## config.mk

```make
export PLATFORM = sky130hd
export DESIGN_NAME = poly_mult_driver
export DESIGN_NICKNAME = d
export VERILOG_FILES = /design/src/rtl/poly_mult_driver.sv
export SDC_FILE = /design/constraint.sdc
export NUM_CORES = 1
export LEC_CHECK = 0
export CAP_MARGIN = 0
export CORE_UTILIZATION = 30
export CTS_BUF_LIST = sky130_fd_sc_hd__clkbuf_2 sky130_fd_sc_hd__clkbuf_4 sky130_fd_sc_hd__clkbuf_8
export CTS_CLUSTER_SIZE = 14
export DETAILED_ROUTE_END_ITERATION = 12
export MAX_ROUTING_LAYER = met4
export PLACE_DENSITY = 0.57
export SLEW_MARGIN = 30
export SYNTH_ARGS = -nofsm -noshare
export SYNTH_HDL_FRONTEND = slang
export SYNTH_SLANG_ARGS = --single-unit
```

## constraint.sdc

```tcl
create_clock -name clk -period 3.5 [get_ports clk]
set_clock_uncertainty 0.1 [all_clocks]
set_input_delay 0.525 -clock clk [delete_from_list [all_inputs] [get_ports clk]]
set_output_delay 0.525 -clock clk [all_outputs]
set_load 0.005 [all_outputs]
```

## src/rtl/poly_mult_driver.sv

```systemverilog
// poly_mult_driver: stream-to-operand packer and product streamer that drives
// a polynomial multiplier over its start/done handshake. One job in flight.
module poly_mult_driver #(
   parameter int unsigned N       = 8,
   parameter int unsigned W       = 8,
   parameter int unsigned TIMEOUT = 1024
) (
   input  logic                  clk,
   input  logic                  reset,
   input  logic                  in_valid,
   output logic                  in_ready,
   input  logic [W-1:0]          in_coef,
   output logic                  mul_start,
   output logic [N-1:0][W-1:0]   mul_as,
   output logic [N-1:0][W-1:0]   mul_bs,
   input  logic [N-1:0][W-1:0]   mul_cs,
   input  logic                  mul_done,
   output logic                  out_valid,
   input  logic                  out_ready,
   output logic [W-1:0]          out_coef,
   output logic                  out_last,
   output logic                  busy,
   output logic                  err
);

   localparam int unsigned CNT_W  = $clog2(2 * N);
   localparam int unsigned IDX_W  = (N > 1) ? $clog2(N) : 1;
   localparam int unsigned WCNT_W = $clog2(TIMEOUT + 1);

   localparam logic [CNT_W-1:0]  CNT_N     = CNT_W'(N);
   localparam logic [CNT_W-1:0]  CNT_LAST  = CNT_W'(2 * N - 1);
   localparam logic [IDX_W-1:0]  IDX_LAST  = IDX_W'(N - 1);
   localparam logic [WCNT_W-1:0] WCNT_LAST = WCNT_W'(TIMEOUT - 1);

   localparam logic [1:0] ST_LOAD  = 2'd0;
   localparam logic [1:0] ST_START = 2'd1;
   localparam logic [1:0] ST_WAIT  = 2'd2;
   localparam logic [1:0] ST_DRAIN = 2'd3;

   logic [1:0]                r_state;
   logic [CNT_W-1:0]          r_cnt;
   logic [IDX_W-1:0]          r_idx;
   logic [WCNT_W-1:0]         r_wcnt;
   logic [N-1:0][W-1:0]       r_as;
   logic [N-1:0][W-1:0]       r_bs;
   logic [N-1:0][W-1:0]       r_res;
   logic                      r_in_ready;
   logic                      r_start;
   logic                      r_out_valid;
   logic [W-1:0]              r_out_coef;
   logic                      r_out_last;
   logic                      r_busy;
   logic                      r_err;

   logic [1:0]                w_state_nxt;
   logic [CNT_W-1:0]          w_cnt_nxt;
   logic [IDX_W-1:0]          w_idx_nxt;
   logic [WCNT_W-1:0]         w_wcnt_nxt;
   logic [N-1:0][W-1:0]       w_as_nxt;
   logic [N-1:0][W-1:0]       w_bs_nxt;
   logic [N-1:0][W-1:0]       w_res_nxt;
   logic                      w_err_nxt;
   logic [CNT_W-1:0]          w_slot;
   logic                      w_in_acc;
   logic                      w_out_acc;

   // Next-state, buffer update and next-output decode.
   always_comb begin
      w_state_nxt = r_state;
      w_cnt_nxt   = r_cnt;
      w_idx_nxt   = r_idx;
      w_wcnt_nxt  = r_wcnt;
      w_as_nxt    = r_as;
      w_bs_nxt    = r_bs;
      w_res_nxt   = r_res;
      w_err_nxt   = 1'b0;
      w_in_acc    = in_valid && r_in_ready;
      w_out_acc   = r_out_valid && out_ready;
      w_slot      = (r_cnt < CNT_N) ? r_cnt : (r_cnt - CNT_N);

      case (r_state)
         ST_LOAD: begin
            if (w_in_acc) begin
               if (r_cnt < CNT_N) begin
                  w_as_nxt[IDX_W'(w_slot)] = in_coef;
               end else begin
                  w_bs_nxt[IDX_W'(w_slot)] = in_coef;
               end
               if (r_cnt == CNT_LAST) begin
                  w_cnt_nxt   = '0;
                  w_state_nxt = ST_START;
               end else begin
                  w_cnt_nxt = r_cnt + CNT_W'(1);
               end
            end
         end
         ST_START: begin
            // The start cycle counts toward the timeout budget.
            w_wcnt_nxt  = r_wcnt + WCNT_W'(1);
            w_state_nxt = ST_WAIT;
         end
         ST_WAIT: begin
            if (mul_done) begin
               w_res_nxt   = mul_cs;
               w_idx_nxt   = '0;
               w_wcnt_nxt  = '0;
               w_state_nxt = ST_DRAIN;
            end else if (r_wcnt == WCNT_LAST) begin
               w_err_nxt   = 1'b1;
               w_cnt_nxt   = '0;
               w_wcnt_nxt  = '0;
               w_state_nxt = ST_LOAD;
            end else begin
               w_wcnt_nxt = r_wcnt + WCNT_W'(1);
            end
         end
         ST_DRAIN: begin
            if (w_out_acc) begin
               if (r_idx == IDX_LAST) begin
                  w_idx_nxt   = '0;
                  w_state_nxt = ST_LOAD;
               end else begin
                  w_idx_nxt = r_idx + IDX_W'(1);
               end
            end
         end
         default: begin
            w_state_nxt = ST_LOAD;
            w_cnt_nxt   = '0;
            w_idx_nxt   = '0;
            w_wcnt_nxt  = '0;
         end
      endcase
   end

   // State, buffers and registered outputs.
   always_ff @(posedge clk) begin
      if (reset) begin
         r_state     <= ST_LOAD;
         r_cnt       <= '0;
         r_idx       <= '0;
         r_wcnt      <= '0;
         r_as        <= '0;
         r_bs        <= '0;
         r_res       <= '0;
         r_in_ready  <= 1'b1;
         r_start     <= 1'b0;
         r_out_valid <= 1'b0;
         r_out_coef  <= '0;
         r_out_last  <= 1'b0;
         r_busy      <= 1'b0;
         r_err       <= 1'b0;
      end else begin
         r_state     <= w_state_nxt;
         r_cnt       <= w_cnt_nxt;
         r_idx       <= w_idx_nxt;
         r_wcnt      <= w_wcnt_nxt;
         r_as        <= w_as_nxt;
         r_bs        <= w_bs_nxt;
         r_res       <= w_res_nxt;
         r_in_ready  <= (w_state_nxt == ST_LOAD);
         r_start     <= (w_state_nxt == ST_START);
         r_out_valid <= (w_state_nxt == ST_DRAIN);
         r_out_coef  <= (w_state_nxt == ST_DRAIN) ? w_res_nxt[w_idx_nxt] : '0;
         r_out_last  <= (w_state_nxt == ST_DRAIN) && (w_idx_nxt == IDX_LAST);
         r_busy      <= !((w_state_nxt == ST_LOAD) && (w_cnt_nxt == '0));
         r_err       <= w_err_nxt;
      end
   end

   assign in_ready  = r_in_ready;
   assign mul_start = r_start;
   assign mul_as    = r_as;
   assign mul_bs    = r_bs;
   assign out_valid = r_out_valid;
   assign out_coef  = r_out_coef;
   assign out_last  = r_out_last;
   assign busy      = r_busy;
   assign err       = r_err;

endmodule

```

Word-level counts from Yosys, hierarchy flattened:

Cells that the tools add are included.
Widths: inputs -> output; s select.

* input port bits: 77
* output and inout bits: 142
* flip-flop bits (word level): 226
* logic and storage cells: 98

* bitwise logic cells: 3
* muxes and demuxes: 29
* add/sub/neg operators: 4
* reduce and logical (&&, ||, !) cells: 14
* $lt $le $gt $ge: 4
* eq/ne operators: 9

Operators with widths (number)
* $bwmux 64: 2
* $mux 64: 2
* $bmux 8 s3: 1
* $demux 8 s3: 1
* $mux 11: 2
* $pmux 11 s2: 1
* $mux 4: 4
* $mux 8: 2
* $mux 2: 6
* $mux 3: 4
* $add 11x1->11 const B: 1
* $eq 11x10->1 const B: 1
* $lt 3x4->1 const B: 2
* $pmux 2 s4: 1
* $pmux 4 s2: 1
* $eq 2x2->1 const B: 3
* $eq 3x3->1 const B: 2
* $pmux 3 s2: 1
* $reduce_and 3->1: 2
* $logic_and 1x1->1: 5
* $add 4x1->4 const B: 1
* $eq 2x1->1 const B: 2
* $eq 4x4->1 const B: 1
* $logic_not 2->1: 2
* 11 further kinds: 13

Depth between registers and ports, before layout:

* word-level depth: 7
* depth in mapped cells: 11
* gate-level depth less buffers: 8

Worst setup path before layout:

OpenSTA, ideal clock, no wires.

* kind: reg-to-reg
* start point: register r_idx[0]
* end point: register r_out_coef[6] (netlist: out_coef[6])
* data required time: 3.284 ns
* clock period less this slack: 2.286 ns
* setup slack: 1.214 ns
* library setup time: 0.116 ns
* data arrival time: 2.070 ns
* cell stages (with the launch flop): 10
* buffers on the path: 1
* path through: dfxtp_1 -> ha_1 -> ha_1 -> nand4bb_1 -> a21boi_2 -> buf_2 -> mux2_1 -> o21ai_0 -> a31oi_1 -> o211a_1

* word-level cells in the longest chain between the ends: 7
* elaborated cells on any way between the ends: 14
* those cells by class: add/sub (1); eq/ne (2); mux (9); bitwise (1); reduce/logical (1)

Ends and longest elaborated chain
* start: declaration: RTL line 42 `logic [IDX_W-1:0] r_idx;`
* start signal: assignment: RTL line 156 `r_idx <= w_idx_nxt;`
* branches (longest 7 deep; another with $add 3x1->3)
* end signal: assignment: RTL line 164 `r_out_coef <= (w_state_nxt == ST_DRAIN) ? w_res_nxt[w_idx_nxt] : '0;`
* end: declaration: RTL line 50 `logic [W-1:0] r_out_coef;`

Several ways; the timed one is not identified. The select of a mux whose other input is x is not followed.
A chain may end at the register's enable or synchronous reset.

Worst setup path in the final report:

* start point: register r_state[1]
* end point: register r_out_coef[1] (netlist: out_coef[1])

* word-level cells in the longest chain between the ends: 6
* elaborated cells on any way between the ends: 18
* those cells by class: eq/ne (4); mux (11); bitwise (1); reduce/logical (2)

Ends and longest elaborated chain
* start: declaration: RTL line 40 `logic [1:0] r_state;`
* start signal: assignment: RTL line 154 `r_state <= w_state_nxt;`
* $mux 2 (on tied branches): RTL line 119, 108, 89
* $mux 2 (on tied branches): RTL line 118, 103, 83
* $pmux 2 s4: RTL line 81 `case (r_state)`
* $eq 2x2->1: RTL line 164
* $not 1->1 (no source line)
* $reduce_or 2->1 (no source line)

Parallel ways exist; a longest one is shown, timed or not. The select of a mux whose other input is x is not followed.

==> results by group <==
Outcome
  • Status: finished, final reports clean

CTS
  • Buffer count from post-CTS setup fixing: 0
  • TritonCTS buffer count: 40
  • Hold buffers post-CTS: 0
  • PostCTS Resize Cnt: 0
  • Clock Path Buffers: 3
  • Clock sink total: between 200 and 250
  • Reg clk slew, reported paths: around 60 ps
  • Clock Latency Late Sink: about 550 ps
  • TritonCTS clock tree: done
  • Root buffer cell: clkbuf_8
  • CTS H-tree lvls: 2

Synth
  • Register bit total from synthesis: about 230
  • FFs w/ async S/R, synth: 0
  • Yosys top cell by area: dfxtp_1
  • Netlist cell types: 59
  • Mapped Nets: between 1k and 1.5k
  • Avg Cell Area, Syn: approximately 9 sq um
  • Mux contribution to synthesized area: 0.162
  • Synthesis Warnings: 0
  • Synth Area in Compound Gates: 0.107
  • Main combinational cell family by area after synthesis: simple AND/OR/NAND/NOR gates
  • Xor/xnor cell area share of the yosys netlist: 0.00942
  • Synth Area in Adders: 0.00942
  • Post-synth EDFFs: 0
  • Top FF cell, synth: dfxtp_1
  • Mapped Cells: between 1k and 1.5k
  • Top post-synthesis cells by area: dfxtp_1, mux2i_1, nor2_1
  • Seq/Total Area, Yosys: 0.487
  • Netlist Area Pre-Place: between 9000 and 10000 sq um
  • Post-Synth Simple-Gate Area: 0.189
  • Yosys top cell area share: 0.487

Timing
  • Normalized max-slew margin: 0.372
  • Final min period: between 2000 and 3000 ps
  • FMAX: around 0.34 GHz
  • Final setup viols: 0
  • Slew Limit Fails: 0
  • Hold_ws: approximately 350 ps
  • Final setup margin: a little under 600 ps
  • Final worst-path cycle share: 0.832
  • Slew @ Worst Pin: 940 ps
  • Unrepaired setup endpoints after global routing: false
  • Final Hold Viols: 0
  • Post-Route Setup TNS: 0 ps

Finish
  • Design Area, Final: 12700 sq um
  • Layout filler cell count: between 3k and 4k
  • Sequential Area: 4520 sq um
  • Area grow syn2layout: 36.3%
  • Area used by multi-input combinational logic: 4430 sq um
  • Share of layout cells above drive strength 1: 0.0995
  • Finished Core Util: 0.415
  • Nets: between 1k and 1.5k
  • Ant diodes: 0

Floorplan
  • Initial Util: 0.305
  • Horiz. Die Dim: 178 microns
  • Die Ht: around 180 microns
  • DIE AREA: 31700 sq um
  • Core Region: slightly above 30000 sq um
  • Core Rows: 64
  • Top Ports: about 220

Worst setup path
  • R2R depth: 8
  • WP data required: 3820 ps
  • FF-to-FF End: out_coef[1]
  • CP startpoint kind: flip-flop
  • Crit end category: flip-flop
  • Critical path arrival: about 3200 ps
  • Reg2reg start: r_state[1]
  • Top fanout value on the critical path: 16
  • R2R setup slack: approximately 590 ps
  • Crit path kind: reg2reg

Power and ir drop
  • Pleak: 4.64 nW
  • Max VDD drop: about 0.00031 V
  • Clock share of power: 0.392
  • Switching Fraction: 0.285
  • Switching pwr: roughly 0.0019 W
  • Int Power: ~0.0048 W
  • Reg power frac: 0.418
  • PD cells: 534 nW/um^2
  • Comb pwr share: 0.190

Min path
  • Hold path cells: 2
  • Hold Crit Start: r_res[53]
  • Hold crit path type: reg2reg
  • Hold Crit Endpoint: r_res[53]

Flow run
  • Max_cap viols: 0

Placement
  • IO buf count: 218
  • GPL Wtd Cong: roughly 0.85
  • HPWL after detailed placement: between 15000 and 20000 microns
  • Setup WS pre-CTS: slightly above 400 ps
  • Post-Place Cell Area: roughly 12000 sq um

Route
  • Drt pass-1 iters: 5
  • Antenna viol nets, final: 0
  • WL/cell: about 17 microns
  • DRT iter0 DRCs: 667
  • Vias: between 7k and 8k
  • Aggregate routed wire length: between 20000 and 30000 microns
  • DRC violations left: 0
  • Vias per inst: 4.85

Global route
  • First-pass GRT wire length: between 40000 and 50000 microns
  • Vias in the first global route: a little under 8k
  • Initial antenna violation count: 0
  • Gr ovfl total: 0
  • Pin count of the biggest net entering global routing: around 120
  • All-Layer GR Usage: 0.181
[state kept, by name, summed over array words and instances, names as in the netlist]
name,cells
r_idx,3
out_last,1
r_cnt,4
out_valid,1
out_coef,8
r_wcnt,11
mul_start,1
in_ready,1
r_state,2
mul_as,64
busy,1
err,1
mul_bs,64
r_res,64
[layer usage]
metal  routed length, microns  global-route usage  vias to the layer above  share of wire
met5                        0                   -                        -              0
met4                      478              0.0474                        0          0.017
met3                     3100              0.0727                       48           0.11
met2                    12100               0.269                      299           0.43
met1                    12500               0.225                     3692           0.45
li1                         -                   -                     3918              -
[power by group through the flow]
stage,Clock [W],Sequential [W],Combinational [W]
floorplan,0,0.00285,0.000855
global placement,0,0.00288,0.00129
detailed placement,0,0.00288,0.00129
CTS,0.00273,0.00283,0.00130
global route,0.00288,0.00285,0.00142
finish,0.00265,0.00283,0.00129
[cell type report]
cell class,count,area share
clock buffers,61,0.0608
clock inverters,7,0.00770
inverters,5,0.00148
multi-input cells,709,0.350
flip-flops and latches,226,0.357
well taps,396,0.0391
repair buffers,238,0.184
[kinds of logic (layout without fill, tap and decap cells)]
logic type | Yosys count | after routing
AND/OR/NAND/NOR | 398 | 398
flip-flops | 226 | 226
multiplexers | 149 | 149
AO/OA/AOI/OAI | 145 | 145
buffers and inverters | 82 | 311
XOR/XNOR | 10 | 10
adder cells (fa/ha/maj) | 7 | 7
[stage by stage]
stage / power, W / cells
2_1_floorplan: 0.00370 / 1017
3_3_place_gp: 0.00417 / 1574
3_5_place_dp: 0.00417 / 1574
4_1_cts: 0.00686 / 1642
5_1_grt: 0.00714 / 1642
6_report: 0.00677 / 1642
[cells in the mapped netlist (5+ instances only)]
library cell and number:
o21ai_0 5, and3_1 16, o211a_1 8, a311o_1 7, inv_1 5, xnor2_1 5
nand3_1 39, nand2_1 139, dfxtp_1 226, clkbuf_1 53, nor2_1 157, nor2_2 6
a21oi_1 73, ha_1 7, mux2i_1 138, mux2_2 9, o311ai_1 8, xor2_1 5
or3_1 8, a211oi_1 15, o221ai_1 7, buf_2 20
[cells in the final DEF, fill, tap and decap left out, types with 4 or more instances in the layout]
cell / n
dfxtp_1: 226
clkdlybuf4s50_1: 216
nor2_1: 157
nand2_1: 139
mux2i_1: 138
a21oi_1: 73
clkbuf_8: 51
nand3_1: 39
buf_4: 20
and3_1: 16
a211oi_1: 15
clkbuf_4: 11
mux2_2: 9
or3_1: 8
o311ai_1: 8
o211a_1: 8
o221ai_1: 7
a311o_1: 7
ha_1: 7
nor2_2: 6
o21ai_0: 5
inv_1: 5
xor2_1: 5
xnor2_1: 5
nor3_1: 4
nor2b_1: 4
a22oi_1: 4
nand4_1: 4
[worst max path at each step]
stage	from	end	depth (start not counted)	slack [ps]
6_report	r_state[1]	out_coef[1]	8	590
5_1_grt	r_state[1]	out_coef[1]	8	430
3_3_place_gp	out_ready	out_coef[6]	7	410
4_1_cts	r_state[1]	out_coef[1]	8	590
3_5_place_dp	out_ready	out_coef[6]	7	410
2_1_floorplan	r_idx[0]	out_coef[6]	9	1210
[critical path, cell delays in order, from the launching register on]
cell      delay, ps
dfxtp_1         480
ha_1            350
mux2i_2         450
nand2_2         300
nand2_2         150
buf_4           270
mux2i_1         220
o221ai_1        190
o211a_1         260
Power figures use the tool's default switching activity.
